File: src/rtl/ins_fetch_pkg.sv
// Shared types and constants for the instruction fetch unit.
package ins_fetch_pkg;

  typedef enum logic {
    IDLE = 1'b0,
    RUN  = 1'b1
  } fetch_state_e;

  localparam int unsigned QUEUE_DEPTH = 2;
  localparam int unsigned CNT_WIDTH   = $clog2(QUEUE_DEPTH + 1);

endpackage : ins_fetch_pkg

File: src/rtl/ins_fetch_fifo.sv
// Two-entry {pc, instruction} queue; entry 0 is always the head so outputs come straight from flops.
module ins_fetch_fifo
  import ins_fetch_pkg::*;
#(
  parameter int unsigned DATA_WIDTH = 12,
  parameter int unsigned ADDR_WIDTH = 8
) (
  input  logic                  clk,
  input  logic                  rstN,
  input  logic                  push,
  input  logic                  pop,
  input  logic                  flush,
  input  logic [ADDR_WIDTH-1:0] push_pc,
  input  logic [DATA_WIDTH-1:0] push_ins,
  output logic [CNT_WIDTH-1:0]  count,
  output logic                  head_valid,
  output logic [ADDR_WIDTH-1:0] head_pc,
  output logic [DATA_WIDTH-1:0] head_ins
);

  logic [CNT_WIDTH-1:0]  count_q, count_d;
  logic [ADDR_WIDTH-1:0] pc_q  [QUEUE_DEPTH];
  logic [ADDR_WIDTH-1:0] pc_d  [QUEUE_DEPTH];
  logic [DATA_WIDTH-1:0] ins_q [QUEUE_DEPTH];
  logic [DATA_WIDTH-1:0] ins_d [QUEUE_DEPTH];

  // Shift-on-pop queue: a pop moves entry 1 into the head slot.
  always_comb begin
    count_d = count_q;
    pc_d    = pc_q;
    ins_d   = ins_q;
    if (flush) begin
      count_d = '0;
    end else if (push && pop) begin
      if (count_q == CNT_WIDTH'(QUEUE_DEPTH)) begin
        pc_d[0]  = pc_q[1];
        ins_d[0] = ins_q[1];
        pc_d[1]  = push_pc;
        ins_d[1] = push_ins;
      end else begin
        pc_d[0]  = push_pc;
        ins_d[0] = push_ins;
      end
    end else if (push) begin
      pc_d[count_q[0]]  = push_pc;
      ins_d[count_q[0]] = push_ins;
      count_d           = count_q + CNT_WIDTH'(1);
    end else if (pop) begin
      pc_d[0]  = pc_q[1];
      ins_d[0] = ins_q[1];
      count_d  = count_q - CNT_WIDTH'(1);
    end
  end

  always_ff @(posedge clk or negedge rstN) begin
    if (!rstN) begin
      count_q <= '0;
      for (int i = 0; i < QUEUE_DEPTH; i++) begin
        pc_q[i]  <= '0;
        ins_q[i] <= '0;
      end
    end else begin
      count_q <= count_d;
      pc_q    <= pc_d;
      ins_q   <= ins_d;
    end
  end

  assign count      = count_q;
  assign head_valid = (count_q != '0);
  assign head_pc    = pc_q[0];
  assign head_ins   = ins_q[0];

  // The issue rule upstream must keep the queue from overflowing.
  overflow_a : assert property (@(posedge clk) disable iff (!rstN)
    !(push && !pop && !flush && count_q == CNT_WIDTH'(QUEUE_DEPTH)));

  underflow_a : assert property (@(posedge clk) disable iff (!rstN)
    !(pop && !flush && count_q == '0));

endmodule : ins_fetch_fifo

File: src/rtl/ins_fetch.sv
// Instruction fetch unit: issues reads to a 1-cycle-latency memory and buffers returns for decode.
module ins_fetch
  import ins_fetch_pkg::*;
#(
  parameter int unsigned DATA_WIDTH = 12,
  parameter int unsigned DEPTH      = 256,
  parameter int unsigned ADDR_WIDTH = $clog2(DEPTH),
  parameter int unsigned START_ADDR = 0
) (
  input  logic                  clk,
  input  logic                  rstN,
  input  logic                  start,
  input  logic                  stop,
  input  logic                  jumpEn,
  input  logic [ADDR_WIDTH-1:0] jumpAddr,
  output logic [ADDR_WIDTH-1:0] memAddr,
  input  logic [DATA_WIDTH-1:0] memData,
  output logic [DATA_WIDTH-1:0] insOut,
  output logic [ADDR_WIDTH-1:0] insPc,
  output logic                  insValid,
  input  logic                  insReady,
  output logic                  busy
);

  fetch_state_e          state_q, state_d;
  logic [ADDR_WIDTH-1:0] mem_addr_q, mem_addr_d;
  logic [ADDR_WIDTH-1:0] issued_addr_q, issued_addr_d;
  logic                  pending_q, pending_d;
  logic                  push, pop, flush, fire, issue;
  logic [CNT_WIDTH-1:0]  fifo_count;
  logic [CNT_WIDTH:0]    occupancy;

  assign fire      = insValid && insReady && (state_q == RUN);
  assign occupancy = (CNT_WIDTH+1)'(fifo_count) + (CNT_WIDTH+1)'(pending_q)
                   - (CNT_WIDTH+1)'(fire);
  assign issue     = (occupancy < (CNT_WIDTH+1)'(QUEUE_DEPTH));

  // Next-state: stop beats jump beats normal issue/return.
  always_comb begin
    state_d       = state_q;
    mem_addr_d    = mem_addr_q;
    issued_addr_d = issued_addr_q;
    pending_d     = 1'b0;
    push          = 1'b0;
    pop           = 1'b0;
    flush         = 1'b0;
    case (state_q)
      IDLE: begin
        if (start) begin
          state_d    = RUN;
          mem_addr_d = ADDR_WIDTH'(START_ADDR);
        end
      end
      RUN: begin
        if (stop) begin
          state_d = IDLE;
          flush   = 1'b1;
        end else if (jumpEn) begin
          flush      = 1'b1;
          mem_addr_d = jumpAddr;
        end else begin
          push = pending_q;
          pop  = fire;
          if (issue) begin
            pending_d     = 1'b1;
            issued_addr_d = mem_addr_q;
            mem_addr_d    = mem_addr_q + ADDR_WIDTH'(1);
          end
        end
      end
    endcase
  end

  always_ff @(posedge clk or negedge rstN) begin
    if (!rstN) begin
      state_q       <= IDLE;
      mem_addr_q    <= ADDR_WIDTH'(START_ADDR);
      issued_addr_q <= '0;
      pending_q     <= 1'b0;
    end else begin
      state_q       <= state_d;
      mem_addr_q    <= mem_addr_d;
      issued_addr_q <= issued_addr_d;
      pending_q     <= pending_d;
    end
  end

  ins_fetch_fifo #(
    .DATA_WIDTH (DATA_WIDTH),
    .ADDR_WIDTH (ADDR_WIDTH)
  ) u_fifo (
    .clk        (clk),
    .rstN       (rstN),
    .push       (push),
    .pop        (pop),
    .flush      (flush),
    .push_pc    (issued_addr_q),
    .push_ins   (memData),
    .count      (fifo_count),
    .head_valid (insValid),
    .head_pc    (insPc),
    .head_ins   (insOut)
  );

  assign memAddr = mem_addr_q;
  assign busy    = (state_q == RUN);

endmodule : ins_fetch

File: config.mk
export PLATFORM = sky130hd
export DESIGN_NAME = ins_fetch
export DESIGN_NICKNAME = d
export VERILOG_FILES = /design/src/rtl/ins_fetch_pkg.sv /design/src/rtl/ins_fetch_fifo.sv /design/src/rtl/ins_fetch.sv
export SDC_FILE = /design/constraint.sdc
export NUM_CORES = 1
export LEC_CHECK = 0
export ABC_AREA = 1
export BUFFER_PORTS_ARGS = -buffer_cell sky130_fd_sc_hd__buf_2
export CAP_MARGIN = 15
export CORE_MARGIN = 5
export CORE_UTILIZATION = 54
export CTS_BUF_LIST = sky130_fd_sc_hd__clkbuf_2 sky130_fd_sc_hd__clkbuf_4 sky130_fd_sc_hd__clkbuf_8
export DETAILED_ROUTE_END_ITERATION = 12
export GPL_ROUTABILITY_DRIVEN = 0
export HOLD_SLACK_MARGIN = 0.02
export PLACE_DENSITY = 0.82
export SLEW_MARGIN = 20
export SYNTH_ARGS = -nofsm -noshare
export SYNTH_HDL_FRONTEND = slang
export SYNTH_HIERARCHICAL = 1
export SYNTH_SLANG_ARGS = --single-unit
File: constraint.sdc
create_clock -name clk -period 3 [get_ports clk]
set_clock_uncertainty 0.2 [all_clocks]
set_input_delay 0 -clock clk [delete_from_list [all_inputs] [get_ports clk]]
set_output_delay 0 -clock clk [all_outputs]
set_load 0.01 [all_outputs]
Word-level counts from Yosys, hierarchy flattened
Index checks and enable logic that the tools add are counted.
- input port bits: 26
- output and inout port bits: 30
- logic and storage cells: 84
- register bits after elaboration: 60
- reductions and logical operators: 13
- add/subtract/negate cells: 5
- bitwise logic cells: 5
- mux-type cells: 43
- equality and inequality tests: 6
- magnitude comparators: 3
- operator list (operator ; count):
    $mux 8 ; 10
    $mux 12 ; 6
    $bwmux 24 ; 1
    $mux 24 ; 1
    $bwmux 16 ; 1
    $mux 16 ; 1
    $pmux 8 s2 ; 1
    $mux 1 ; 15
    $demux 12 s1 ; 1
    $add 8x1->8 const B ; 1
    $demux 8 s1 ; 1
    $mux 2 ; 4
    $ne 2x2->1 const B ; 4
    $reduce_and 3->1 ; 2
    $reduce_bool 3->1 ; 2
    $logic_and 1x1->1 ; 4
    $not 1->1 ; 4
    $reduce_and 2->1 ; 2
    $reduce_and 4->1 ; 1
    $reduce_bool 2->1 ; 2
    $add 2x1->3 ; 1
    $lt 3x2->1 const B ; 1
    $ne 3x2->1 const B ; 1
    $sub 3x1->3 ; 1
    other kinds (7) ; 7

Logic depth before layout (Yosys ltp)
Gate-level depths: netlist of run 1.
- depth in word-level cells: 10
- mapped depth: 15
- gate-level depth less buffers: 14

Cells and area by module
The synthesis of run 1 kept the hierarchy.
- by module, submodules not included (module ; sequential area each (um^2) ; cells each ; times used ; area an instance (um^2)):
    ins_fetch_fifo ; 1051.0 ; 435 ; 1 ; 2757.6
    ins_fetch ; 450.4 ; 143 ; 1 ; 1079.8

Least setup slack after synthesis of run 1
No wires, ideal clock.
- path type: reg-to-reg
- from: reg u_fifo.count_q[1], in the netlist u_fifo/count[1]
- to: reg mem_addr_q[1], in the netlist memAddr[1]
- cell stages (with the launch flop): 14
- path slack: 0.000 ns
- path buffers: 2
- clock period less this slack: 3.000 ns
- library setup time: 0.121 ns
- data required time: 2.679 ns
- data arrival time: 2.679 ns
- path through: dfrtp_1 > clkbuf_1 > or2_2 > nand3_1 > inv_1 > ha_1 > or2_2 > fa_1 > nand3_1 > nand2_1 > nand2_2 > buf_6 > nand2_1 > o21ai_2
- longest elaborated chain between the ends: 7
- elaborated cells on any way between the ends: 8
- classes of those cells: 2 x add/sub; 1 x order compare; 1 x eq/ne; 4 x reduce/logical
- RTL lines (item ; line ; text):
    start: declaration ; ins_fetch_fifo.sv:21 ; logic [CNT_WIDTH-1:0] count_q, count_d;
    start signal: assignment ; ins_fetch_fifo.sv:63 ; count_q <= count_d;
    $reduce_bool 2->1 ; ins_fetch_fifo.sv:70 ; assign head_valid = (count_q != '0);
    named net insValid ; ins_fetch.sv:20 ; output logic insValid,
    $logic_and 1x1->1 (2 in series) ; ins_fetch.sv:33 ; assign fire = insValid && insReady && (state_q == RUN);
    $sub 3x1->3 ; ins_fetch.sv:35 ; - (CNT_WIDTH+1)'(fire);
    $lt 3x2->1 ; ins_fetch.sv:36 ; assign issue = (occupancy < (CNT_WIDTH+1)'(QUEUE_DEPTH));
    $ne 3x2->1 (no line) ; - ;
    $reduce_and 3->1 (no line) ; - ;
    end signal: assignment ; ins_fetch.sv:77 ; mem_addr_q <= ADDR_WIDTH'(START_ADDR);
    end signal: assignment ; ins_fetch.sv:82 ; mem_addr_q <= mem_addr_d;
    end: declaration ; ins_fetch.sv:26 ; logic [ADDR_WIDTH-1:0] mem_addr_q, mem_addr_d;
The timed path passes the listed nets, and every way through them passes these cells.
A chain may end at the register's enable or synchronous reset.

Final worst setup path of run 1
- from: reg u_fifo.count_q[0], in the netlist u_fifo/count[0]
- to: reg mem_addr_q[1], in the netlist memAddr[1]
- longest elaborated chain between the ends: 7
- elaborated cells on any way between the ends: 8
- classes of those cells: 2 x add/sub; 1 x order compare; 1 x eq/ne; 4 x reduce/logical
- RTL lines (item ; line):
    branches (longest 3 deep; another with $add 2x1->3) ; -
    $sub 3x1->3 * ; ins_fetch.sv:35
    $lt 3x2->1 * ; ins_fetch.sv:36
    $ne 3x2->1 (no line) * ; -
    $reduce_and 3->1 (no line) * ; -
Mark *: on every way between the ends.

==> results of run 1 <==
cell families after synthesis:
group | after synthesis | synth area share (%)
flip-flops | 60 | 39.1
adder cells (fa/ha/maj) | 3 | 1.17
buffers and inverters | 117 | 15.0
AND/OR/NAND/NOR | 381 | 41.6
AO/OA/AOI/OAI | 17 | 3.06
cell type report:
class	instances	area (um^2)	area share, %
clock inverters	1	5.00	0.113
flip-flops and latches	60	1500	34.0
well taps	96	120	2.72
multi-input cells	401	1770	39.9
clock buffers	10	131	2.97
inverters	66	248	5.61
repair buffers	95	648	14.7
worst paths after layout:
| kind | to | cells after the start | slack (ps) |
|---|---|---|---|
| max in group asynchronous | memAddr[0] | 3 | 1520 |
| worst min-delay path | u_fifo/head_ins[5] | 3 | 20 |
| worst max-delay path | memAddr[1] | 11 | 110 |
| min in group clk | u_fifo/count[0] | 5 | 40 |
| worst max register to register | memAddr[1] | 11 | 110 |
| worst min register to register | u_fifo/head_ins[9] | 2 | 270 |
flip-flops by register name, indices dropped and copies added, names as in the netlist:
signal and flops:
u_fifo/ins_q 12, memAddr 8, u_fifo/head_ins 12, issued_addr_q 8, busy 1, pending_q 1
u_fifo/count 2, u_fifo/head_pc 8, u_fifo/pc_q 8
per-layer routing:
metal  wire length [um]  global-route usage [%]
met3                661                    6.01
met2               4660                    39.7
met1               4090                    28.8
met5                  0                       0
met4                184                    9.15
Yosys cell counts:
library cell and number:
a21oi_1 4, buf_2 22, buf_4 25, buf_6 2
clkbuf_1 2, dfrtp_1 60, fa_1 1, ha_1 2
inv_1 64, inv_2 2, nand2_1 255, nand2_2 4
nand3_1 93, nand4_1 1, nand4_4 1, nor2_1 18
nor2_2 2, nor3_1 4, nor3_2 1, o211ai_1 1
o21ai_0 3, o21ai_1 1, o21ai_2 8, or2_2 2
cells in the final DEF, fill, tap and decap left out, types with 8 or more instances in the layout:
| cell | netlist | routed |
|---|---|---|
| nor2_1 | 18 | 18 |
| o21ai_2 | 8 | 8 |
| dlygate4sd3_1 | 0 | 29 |
| buf_2 | 22 | 55 |
| dfrtp_1 | 60 | 60 |
| nand2_1 | 255 | 255 |
| inv_1 | 64 | 64 |
| nand3_1 | 93 | 93 |
| buf_4 | 25 | 11 |
| clkbuf_8 | 0 | 9 |
per-stage QoR:
stage	utilization (%)	setup slack [ps]	hold slack, ps	total power [uW]
finish	64.3	108	22.4	1850
CTS	64.3	143	24.9	1850
global placement	58.1	245	-268	1230
floorplan	-	0.0193	-496	1140
global route	64.3	-12.1	58.9	1960
detailed placement	58.1	158	-255	1250
power groups by stage:
stage	Clock [uW]	Sequential (uW)	Combinational [uW]
2_1_floorplan	0	949	189
3_3_place_gp	0	954	274
3_5_place_dp	0	958	289
4_1_cts	582	944	323
5_1_grt	626	959	372
6_report	573	946	326
timing repair:
action                     CTS  global route
setup endpoints to repair    0             1
buffers inserted             0             0
hold buffers                29             0
hold endpoints to repair    98             0
worst register-to-register path, cell delays in order, from the launching register on:
cell and delay (ps):
dfrtp_1 420, or2_2 330, nand3_1 110, inv_1 50, ha_1 250, or2_2 300, fa_1 560, nand3_1 100
nand2_1 100, nand2_2 170, nand2_1 140, o21ai_2 60
==> summary.md, run 1 <==
| Metric | Value |
|---|---|
| Status | complete, no violations |
| Power share of the clock group | 31.1% |
| Internal power | 1290 uW |
| RSZ-0062 raised after global routing | yes |
| Area leader, netlist | dfrtp_1 |
| Vias in the first global route | roughly 3800 |
| Die Footprint | 0.00889 mm^2 |
| Area grow syn2layout | 15.2% |
| Fillers | about 630 |
| Chip Width | approximately 94 um |
| Sequential share of the synthesized area | about two fifths |
| H-tree Lvls | 3 |
| Startpoint Class | register |
| Gates resized, CTS repair | 0 |
| Worst R2R Start | u_fifo/count[0] |
| Final wirelength | around 9600 um |
| DR iter-0 viols | 315 |
| First-pass GRT wire length | 16600 um |
| DRC violations left | 0 |
| Drt first pass iters | 5 |
| Root Driver | clkbuf_8 |
| Distinct cell type count after synthesis | 24 |
| Seq pwr share | 51.3% |
| Final setup fails | 0 |
| Gate power share | 17.7% |
| Post-Layout Cell Count | approximately 730 |
| Peak supply drop | around 0.00028 V |
| N_diodes | 0 |
| Delay-heaviest family, CP | simple AND/OR/NAND/NOR gates |
| Layout cells sized above 1 | 15.5% |
| Max Cap Violations | 0 |
| Leakage | 0.00255 uW |
| Initial antenna violation count | 0 |
| Sw Ratio | a little under a third |
| Worst-path cell chain | or2_2, nand3_1, inv_1, ha_1, or2_2, fa_1, nand3_1, nand2_1, nand2_2, nand2_1, o21ai_2 |
| Placed Area | around 0.004 mm^2 |
| Post-synth top area share | about two fifths |
| Sw power | ~560 uW |
| TritonCTS clock tree | yes |
| Initial core utilization | 55.9% |
| Largest net degree at the start of global routing | 27 |
| Post-route minimum period | around 2900 ps |
| CP bufs+invs | 1 |
| Clock sink count | 60 |
| Via-to-Cell Ratio | between 5 and 6 |
| Port-buffer cells | 55 |
| Io pins | 56 |
| Hold Vio Cnt, Final | 0 |
| Num rows | 30 |
| WS Path Type | register to register |
| Leading post-synthesis cells by cell area | dfrtp_1, nand2_1, nand3_1, inv_1, buf_4 |
| Crit path required time | roughly 3000 ps |
| Slew margin rel. | 50.8% |
| Final ANT Viol Nets | 0 |
| Crit-path max FO | 11 |
| Setup TNS Final | 0 ps |
| Wire per inst | between 10 and 15 um |
| CP max stage cell | fa_1 |
| Post-synthesis instance total | ~580 |
| Crit path DAT | roughly 2900 ps |
| All-Layer GR Usage | 23.5% |
| Worst min path class | input port to async pin |
| Clock transition at path regs | ~70 ps |
| Crit-path max cell delay | ~560 ps |
| Num CTS Buffers | 9 |
| Cell area after layout | between 0.004 and 0.005 mm^2 |
| Synth Area per Inst | around 6.6 um^2 |
| Worst-case clock buffer depth | 2 |
| Die Ht | roughly 94 um |
| Core ar. | approximately 0.0069 mm^2 |
| Post-DP HPWL | a little over 6000 um |
| Worst setup EP type | register |
| Worst-Margin Slew | 736 ps |
| Synthesized flop and latch total | 60 |
| Grt total ovfl | 0 |
| Period utilization | 96.4% |
| Mapped cell area | 0.00384 mm^2 |
| Nets | 662 |
| Syn nets | between 600 and 700 |
| Cells after DPL | 689 |
| Pwr dens | around 420 mW/mm^2 |
| Clk_lat worst skew | between 300 and 400 ps |
| Fmax achieved | between 0.3 and 0.4 GHz |
| Via count | about 3800 |
| Critical Path Start | u_fifo/count[0] |
| Final-report max-slew violation count | 0 |
| Yosys synthesis warning count | 6 |
No activity file was read; power rests on OpenSTA's default activity.
==> inputs of run 2 (changes only) <==
--- a/config.mk
+++ b/config.mk
@@ -5,16 +5,15 @@
 export SDC_FILE = /design/constraint.sdc
 export NUM_CORES = 1
 export LEC_CHECK = 0
-export ABC_AREA = 1
 export BUFFER_PORTS_ARGS = -buffer_cell sky130_fd_sc_hd__buf_2
 export CAP_MARGIN = 15
 export CORE_MARGIN = 5
-export CORE_UTILIZATION = 54
+export CORE_UTILIZATION = 43
 export CTS_BUF_LIST = sky130_fd_sc_hd__clkbuf_2 sky130_fd_sc_hd__clkbuf_4 sky130_fd_sc_hd__clkbuf_8
 export DETAILED_ROUTE_END_ITERATION = 12
 export GPL_ROUTABILITY_DRIVEN = 0
 export HOLD_SLACK_MARGIN = 0.02
-export PLACE_DENSITY = 0.82
+export PLACE_DENSITY = 0.7
 export SLEW_MARGIN = 20
 export SYNTH_ARGS = -nofsm -noshare
 export SYNTH_HDL_FRONTEND = slang
==> run 2 against run 1 <==
Against the previous run:
- global-route usage fell by 7.9 points
- sequential cell count did not move
- register-to-register slack improved by 30 ps
- utilization fell by 7.9 points
- critical path depth fell by 1
- final area fell by 13%
- critical endpoint is now issued_addr_q[1]
- die area fell by 0.49%
- setup slack improved by 29 ps
- sequential share of layout area rose by 5.0 points
==> summary.md, run 2 <==
| Metric | Value |
|---|---|
| Die Ht | 94.1 um (was 94.3 um) |
| Vias in the first global route | 2311 (was 3825) |
| Clk_lat worst skew | 340 ps (was 330 ps) |
| Worst min path class | input port to async pin (unchanged) |
| N_diodes | 0 (unchanged) |
| Nets | 388 (was 662) |
| RSZ-0062 raised after global routing | no (was yes) |
| Port-buffer cells | 55 (unchanged) |
| Largest net degree at the start of global routing | 50 (was 27) |
| Via count | 2246 (was 3789) |
| Post-synthesis mux area share | 7.74% (was 0%) |
| Placed Area | 0.00332 mm^2 (was 0.00399 mm^2) |
| Slew margin rel. | 60.6% (was 50.8%) |
| Post-synthesis instance total | 281 (was 578) |
| Worst-path cell chain | or2_4, and3_2, ha_1, nand2b_1, fa_2, nand3b_1, or3_4, buf_4, nand2_1, nand2_1 (was or2_2, nand3_1, inv_1, ha_1, or2_2, fa_1, nand3_1, nand2_1, nand2_2, nand2_1, o21ai_2) |
| Crit-path max FO | 8 (was 11) |
| R2R Path End | issued_addr_q[1] (was memAddr[1]) |
| Sequential share of the synthesized area | 49.4% (was 39.1%) |
| Commonest non-fill, non-tap cell in the layout | dfrtp_1 (was nand2_1) |
| Chip Width | 94.1 um (was 94.3 um) |
| Num rows | 30 (unchanged) |
| Compound-Gate Fraction of Synth Area | 16.6% (was 3.06%) |
| Commonest cells post-synth | dfrtp_1, nand2_1, nor2_1, buf_4, mux2_1 (was nand2_1, nand3_1, inv_1, dfrtp_1, buf_4) |
| Post-synth top area share | 49.4% (was 39.1%) |
| Leakage | 0.00183 uW (was 0.00255 uW) |
| Core ar. | 0.00683 mm^2 (was 0.00687 mm^2) |
| Worst-case clock buffer depth | 2 (unchanged) |
| Distinct cell type count after synthesis | 49 (was 24) |
| Internal power | 1650 uW (was 1290 uW) |
| Sw power | 770 uW (was 557 uW) |
| Wire per inst | 13.6 um (was 13.2 um) |
| Peak supply drop | 0.000312 V (was 0.000285 V) |
| Most frequent cells in the layout | dfrtp_1, buf_2, dlygate4sd3_1 (was nand2_1, nand3_1, inv_1) |
| Io pins | 56 (unchanged) |
| Clock transition at path regs | 80 ps (was 70 ps) |
| Post-Synth XOR/XNOR Area | 2.02% (was 0%) |
| Clock sink count | 60 (unchanged) |
| DRC violations left | 0 (unchanged) |
| Tot Pwr | 2420 uW (was 1850 uW) |
| Area leader, netlist | dfrtp_1 (unchanged) |
| Root Driver | clkbuf_8 (unchanged) |
| Hold Vio Cnt, Final | 0 (unchanged) |
| Pwr dens | 628 mW/mm^2 (was 418 mW/mm^2) |
| Num CTS Buffers | 9 (unchanged) |
| Fillers | 623 (was 631) |
| Sw Ratio | 31.8% (was 30.2%) |
| Initial antenna violation count | 0 (unchanged) |
| Setup Buffers After CTS | 0 (unchanged) |
| Final-report max-slew violation count | 0 (unchanged) |
| Delay-heaviest family, CP | simple AND/OR/NAND/NOR gates (unchanged) |
| Post-DP HPWL | 4030 um (was 6050 um) |
| Die Footprint | 0.00885 mm^2 (was 0.00889 mm^2) |
| WS Path Type | register to register (unchanged) |
| Synth async-reset ratio | 100% (unchanged) |
| Max Cap Violations | 0 (unchanged) |
| Fmax achieved | 0.349 GHz (was 0.346 GHz) |
| Layout cells sized above 1 | 32.7% (was 15.5%) |
| Crit path required time | 3020 ps (was 3010 ps) |
| Startpoint Class | register (unchanged) |
| H-tree Lvls | 3 (unchanged) |
| Power share of the clock group | 29.9% (was 31.1%) |
| Most frequent CP cell | nand2_1 |
| Final setup fails | 0 (unchanged) |
| All-Layer GR Usage | 15.6% (was 23.5%) |
| Syn nets | 310 (was 607) |
| Synth Area in Adders | 1.48% (was 1.17%) |
| Crit-path max cell delay | 550 ps (was 560 ps) |
| Initial core utilization | 44.5% (was 55.9%) |
| Leading post-synthesis cells by cell area | dfrtp_1, mux2_1, buf_4, a22oi_2, nand2_1 (was dfrtp_1, nand2_1, nand3_1, inv_1, buf_4) |
| Final ANT Viol Nets | 0 (unchanged) |
| Reg2reg setup slack | 140 ps (was 110 ps) |
| Worst setup EP type | register (unchanged) |
| Post-route minimum period | 2860 ps (was 2890 ps) |
| Setup TNS Final | 0 ps (unchanged) |
| Worst-Margin Slew | 591 ps (was 736 ps) |
| Crit path DAT | 2880 ps (was 2900 ps) |
| Final wirelength | 6250 um (was 9600 um) |
| Cell area after layout | 0.00386 mm^2 (was 0.00442 mm^2) |
| Simple-gate portion of the synthesized area | 14.3% (was 41.6%) |
| Gate power share | 23.8% (was 17.7%) |
| Number of flops mapped to enable cells by yosys | 0 (unchanged) |
| Main combinational cell family by area after synthesis | compound AO/OA/AOI/OAI gates (was simple AND/OR/NAND/NOR gates) |
| DR iter-0 viols | 136 (was 315) |
| Most common cell in the netlist | dfrtp_1 (was nand2_1) |
| Yosys synthesis warning count | 6 (unchanged) |
| Synthesized flop and latch total | 60 (unchanged) |
| Utilization after layout | 56.4% (was 64.3%) |
| First-pass GRT wire length | 10800 um (was 16600 um) |
| Grt total ovfl | 0 (unchanged) |
| Top_reg_cell synth | dfrtp_1 (unchanged) |
| Area grow syn2layout | 26.9% (was 15.2%) |
| CP max stage cell | fa_2 (was fa_1) |
| Synth Area per Inst | 10.8 um^2 (was 6.64 um^2) |
| Status | complete, no violations (unchanged) |
| Period utilization | 95.4% (was 96.4%) |
| Reg2Reg Depth | 10 (was 11) |
| Via-to-Cell Ratio | 4.88 (was 5.20) |
| Mapped cell area | 0.00304 mm^2 (was 0.00384 mm^2) |
| Seq pwr share | 46.3% (was 51.3%) |
| Drt first pass iters | 4 (was 5) |
| Worst R2R Start | u_fifo/count[0] (unchanged) |
| CP bufs+invs | 1 (unchanged) |
| TritonCTS clock tree | yes (unchanged) |
## run 2: changes by cell type in the layout (fill, tap and decap cells not counted), sizes merged, moves of 3 or more
cell         change
xor2             +5
a22o             +3
inv             -59
nand3           -89
nand2b           +4
nand2          -229
mux2            +20
dlygate4sd3      +4
o21ai            -5
nor2             +8
o31ai            +3
a21oi           +21
nor3b            +4
a22oi           +19
## run 2: timing repair
| action | CTS | global route |
|---|---|---|
| hold buffers | 33 | 0 |
| endpoints found under the hold margin | 84 | 0 |
| setup endpoints to repair | 0 | 8 |
| gates resized for setup | 0 | 2 |
## run 2: through the flow
step	setup slack (ps)	instances	hold WS, ps
3_5_place_dp	108	411	38.4
5_1_grt	1.97	460	65.7
3_3_place_gp	150	411	34.6
6_report	137	460	0.167
4_1_cts	97.6	460	41.7
2_1_floorplan	41.4	281	-496
## run 2: kinds of logic (layout without fill, tap and decap cells)
kind of cell	after synthesis	count (layout)
AND/OR/NAND/NOR	88	88
flip-flops	60	60
AO/OA/AOI/OAI	63	63
XOR/XNOR	7	7
buffers and inverters	39	122
multiplexers	21	21
adder cells (fa/ha/maj)	3	3
## run 2: how the worst max path moves through the flow
stage	endpoint	startpoint	slack, ps	depth (start not counted)
3_5_place_dp	memAddr[6]	u_fifo/count[0]	110	10
5_1_grt	memAddr[6]	u_fifo/count[0]	2	10
6_report	issued_addr_q[1]	u_fifo/count[0]	140	10
3_3_place_gp	memAddr[6]	u_fifo/count[1]	150	10
4_1_cts	issued_addr_q[1]	u_fifo/count[0]	100	10
2_1_floorplan	memAddr[6]	u_fifo/count[1]	40	11
## run 2: power by group through the flow
stage | sequential, uW | clock, uW | combinational, uW
2_1_floorplan | 1120 | 0 | 463
3_3_place_gp | 1130 | 0 | 526
3_5_place_dp | 1140 | 0 | 534
5_1_grt | 1150 | 781 | 651
6_report | 1120 | 723 | 577
4_1_cts | 1120 | 743 | 581
## run 2: routing by layer
metal	wire [um]	up-vias	GRT usage, %
met5	0	-	0
met4	51	0	3.61
met3	334	8	5.69
met2	2980	61	25.0
met1	2890	1056	20.1
li1	-	1121	-
## run 2: layout make-up
cell class | count | area, um^2 | share of cell area, %
flip-flops and latches | 60 | 1500 | 39.0
multi-input cells | 182 | 1310 | 34.0
repair buffers | 100 | 698 | 18.1
clock buffers | 9 | 124 | 3.21
well taps | 96 | 120 | 3.11
clock inverters | 7 | 76.3 | 1.98
inverters | 6 | 25.0 | 0.649
==> inputs of run 3 (changes only) <==
--- a/config.mk
+++ b/config.mk
@@ -12,8 +12,8 @@
 export CTS_BUF_LIST = sky130_fd_sc_hd__clkbuf_2 sky130_fd_sc_hd__clkbuf_4 sky130_fd_sc_hd__clkbuf_8
 export DETAILED_ROUTE_END_ITERATION = 12
 export GPL_ROUTABILITY_DRIVEN = 0
-export HOLD_SLACK_MARGIN = 0.02
-export PLACE_DENSITY = 0.7
+export HOLD_SLACK_MARGIN = 0.05
+export PLACE_DENSITY = 0.67
 export SLEW_MARGIN = 20
 export SYNTH_ARGS = -nofsm -noshare
 export SYNTH_HDL_FRONTEND = slang
==> run 3 against run 2 <==
Against the previous run:
- maximum frequency about the same
- clock power down 2%
- first-iteration DRC count down 54%
- sequential share of layout area down 0.088 points
- sequential power about the same
- count of clock-buffer cells in the layout up 3
- via count down 1.8%
- non-clock buffer count down 1
- setup slack about the same
- wire length down 2.7%
- final cell count down 0.65%
- critical path type unchanged
==> summary.md, run 3 (synthesis gave the netlist of run 2 again) <==
| Metric | Value |
|---|---|
| Initial core utilization | 44.5% (unchanged) |
| Via count | 2205 (was 2246) |
| All-Layer GR Usage | 14.5% (was 15.6%) |
| Drt first pass iters | 4 (unchanged) |
| N_diodes | 0 (unchanged) |
| Crit-path max cell delay | 540 ps (was 550 ps) |
| Post-DP HPWL | 4000 um (was 4030 um) |
| Clock sink count | 60 (unchanged) |
| Peak supply drop | 0.000253 V (was 0.000312 V) |
| Num CTS Buffers | 9 (unchanged) |
| Initial antenna violation count | 0 (unchanged) |
| Vias in the first global route | 2147 (was 2311) |
| Crit path DAT | 2910 ps (was 2880 ps) |
| Fillers | 621 (was 623) |
| Final ANT Viol Nets | 0 (unchanged) |
| Wire per inst | 13.3 um (was 13.6 um) |
| Final wirelength | 6080 um (was 6250 um) |
| Die Footprint | 0.00885 mm^2 (unchanged) |
| Hold Vio Cnt, Final | 0 (unchanged) |
| Hold path depth | 4 |
| Instance count on the critical path | 9 (was 10) |
| Die Ht | 94.1 um (unchanged) |
| Chip Width | 94.1 um (unchanged) |
| Io pins | 56 (unchanged) |
| Crit path required time | 3040 ps (was 3020 ps) |
| Slew margin rel. | 65.7% (was 60.6%) |
| Num rows | 30 (unchanged) |
| Worst-Margin Slew | 513 ps (was 591 ps) |
| Clk_lat worst skew | 330 ps (was 340 ps) |
| Worst-case clock buffer depth | 2 (unchanged) |
| CP max stage cell | fa_2 (unchanged) |
| Clock transition at path regs | 60 ps (was 80 ps) |
| Post-route minimum period | 2860 ps (about the same) |
| CP bufs+invs | 1 (unchanged) |
| Startpoint Class | register (unchanged) |
| Port-buffer cells | 55 (unchanged) |
| Grt total ovfl | 0 (unchanged) |
| Period utilization | 95.4% (about the same) |
| Reg2reg setup slack | 140 ps (about the same) |
| Via-to-Cell Ratio | 4.82 (was 4.88) |
| H-tree Lvls | 3 (unchanged) |
| DR iter-0 viols | 62 (was 136) |
| Most frequent cells in the layout | dfrtp_1, buf_2, dlygate4sd3_1 (unchanged) |
| Setup TNS Final | 0 ps (unchanged) |
| Cells after DPL | 410 (was 411) |
| Max Cap Violations | 0 (unchanged) |
| Pwr dens | 625 mW/mm^2 (was 628 mW/mm^2) |
| Root Driver | clkbuf_8 (unchanged) |
| Status | complete, no violations (unchanged) |
| Reg2Reg Depth | 9 (was 10) |
| Worst setup EP type | register (unchanged) |
| Post-Layout Cell Count | 457 (was 460) |
| DRC violations left | 0 (unchanged) |
| Worst min path class | input port to register (was input port to async pin) |
| Largest net degree at the start of global routing | 61 (was 50) |
| First-pass GRT wire length | 10200 um (was 10800 um) |
| Fmax achieved | 0.349 GHz (about the same) |
| Layout cells sized above 1 | 31.9% (was 32.7%) |
| Final-report max-slew violation count | 0 (unchanged) |
| Delay-heaviest family, CP | simple AND/OR/NAND/NOR gates (unchanged) |
| Commonest non-fill, non-tap cell in the layout | dfrtp_1 (unchanged) |
| Final setup fails | 0 (unchanged) |
| Area grow syn2layout | 27.2% (was 26.9%) |
| RSZ-0062 raised after global routing | no (unchanged) |
| Nets | 387 (was 388) |
| Crit-path max FO | 9 (was 8) |
| TritonCTS clock tree | yes (unchanged) |
| Leakage | 0.00183 uW (about the same) |
| Worst-path cell chain | or2_4, and3_2, ha_1, nand2b_1, fa_2, nand3b_1, or3_1, buf_4, o211ai_1 (was or2_4, and3_2, ha_1, nand2b_1, fa_2, nand3b_1, or3_4, buf_4, nand2_1, nand2_1) |
| Core ar. | 0.00683 mm^2 (unchanged) |
| WS Path Type | register to register (unchanged) |
## run 3: changes by cell type in the layout (fill, tap and decap cells not counted), sizes merged
cell | previous run | this run
clkinv | 3 | 1
buf | 67 | 66
clkbuf | 9 | 12
clkinvlp | 2 | 0
inv | 7 | 6
## run 3: metal layers
layer,GRT usage [%],share of wire (%),vias up
li1,-,-,1110
met1,19.8,45,1039
met2,22.8,49,56
met3,2.64,5.4,0
met4,5.42,0,0
met5,0,0,-
## run 3: repair_timing
item                                   4_1_cts  5_1_grt
gates resized for setup                      0        1
setup endpoints to repair                    0        1
hold buffers                                33        0
setup buffers                                0        0
endpoints found under the hold margin       96        0
## run 3: tightest hold or removal path, delay by kind of cell
family	cells	cell delay, ps
compound gates	2	230
buf+inv	1	200
simple gates	1	110
## run 3: worst paths after layout
kind | start | to
max | u_fifo/count[0] | memAddr[5]
min | jumpEn | memAddr[6]
max reg2reg | u_fifo/count[0] | memAddr[5]
min reg2reg | u_fifo/ins_q[1] | u_fifo/ins_q[1]
max in group asynchronous | rstN | u_fifo/count[1]
min in group asynchronous | rstN | u_fifo/head_ins[7]
## run 3: stage by stage
step	area, um^2	total power, uW	utilization [%]	worst slack (ps)	hold WS, ps
final	3860	2420	56.6	137	63.2
after global routing	3860	2570	56.6	21.8	89.0
after CTS	3860	2450	56.5	103	55.1
after detailed placement	3330	1680	48.8	116	-166
after global placement	3330	1670	48.8	164	-170
after floorplan	3050	1580	-	41.4	-496
## run 3: area by class of cell
| cell class | instances | area, um^2 | share of cell area, % |
|---|---|---|---|
| clock inverter | 2 | 35.0 | 0.906 |
| sequential | 60 | 1500 | 38.9 |
| clock buffer | 12 | 159 | 4.11 |
| timing repair buffer | 99 | 713 | 18.5 |
| tap | 96 | 120 | 3.11 |
| inverter | 6 | 25.0 | 0.647 |
| multi-input combinational | 182 | 1310 | 33.9 |
## run 3: report_power, final
| part | switching (uW) | total (uW) | internal (uW) |
|---|---|---|---|
| combinational | 300 | 584 | 283 |
| sequential | 136 | 1120 | 985 |
| clock | 285 | 712 | 428 |
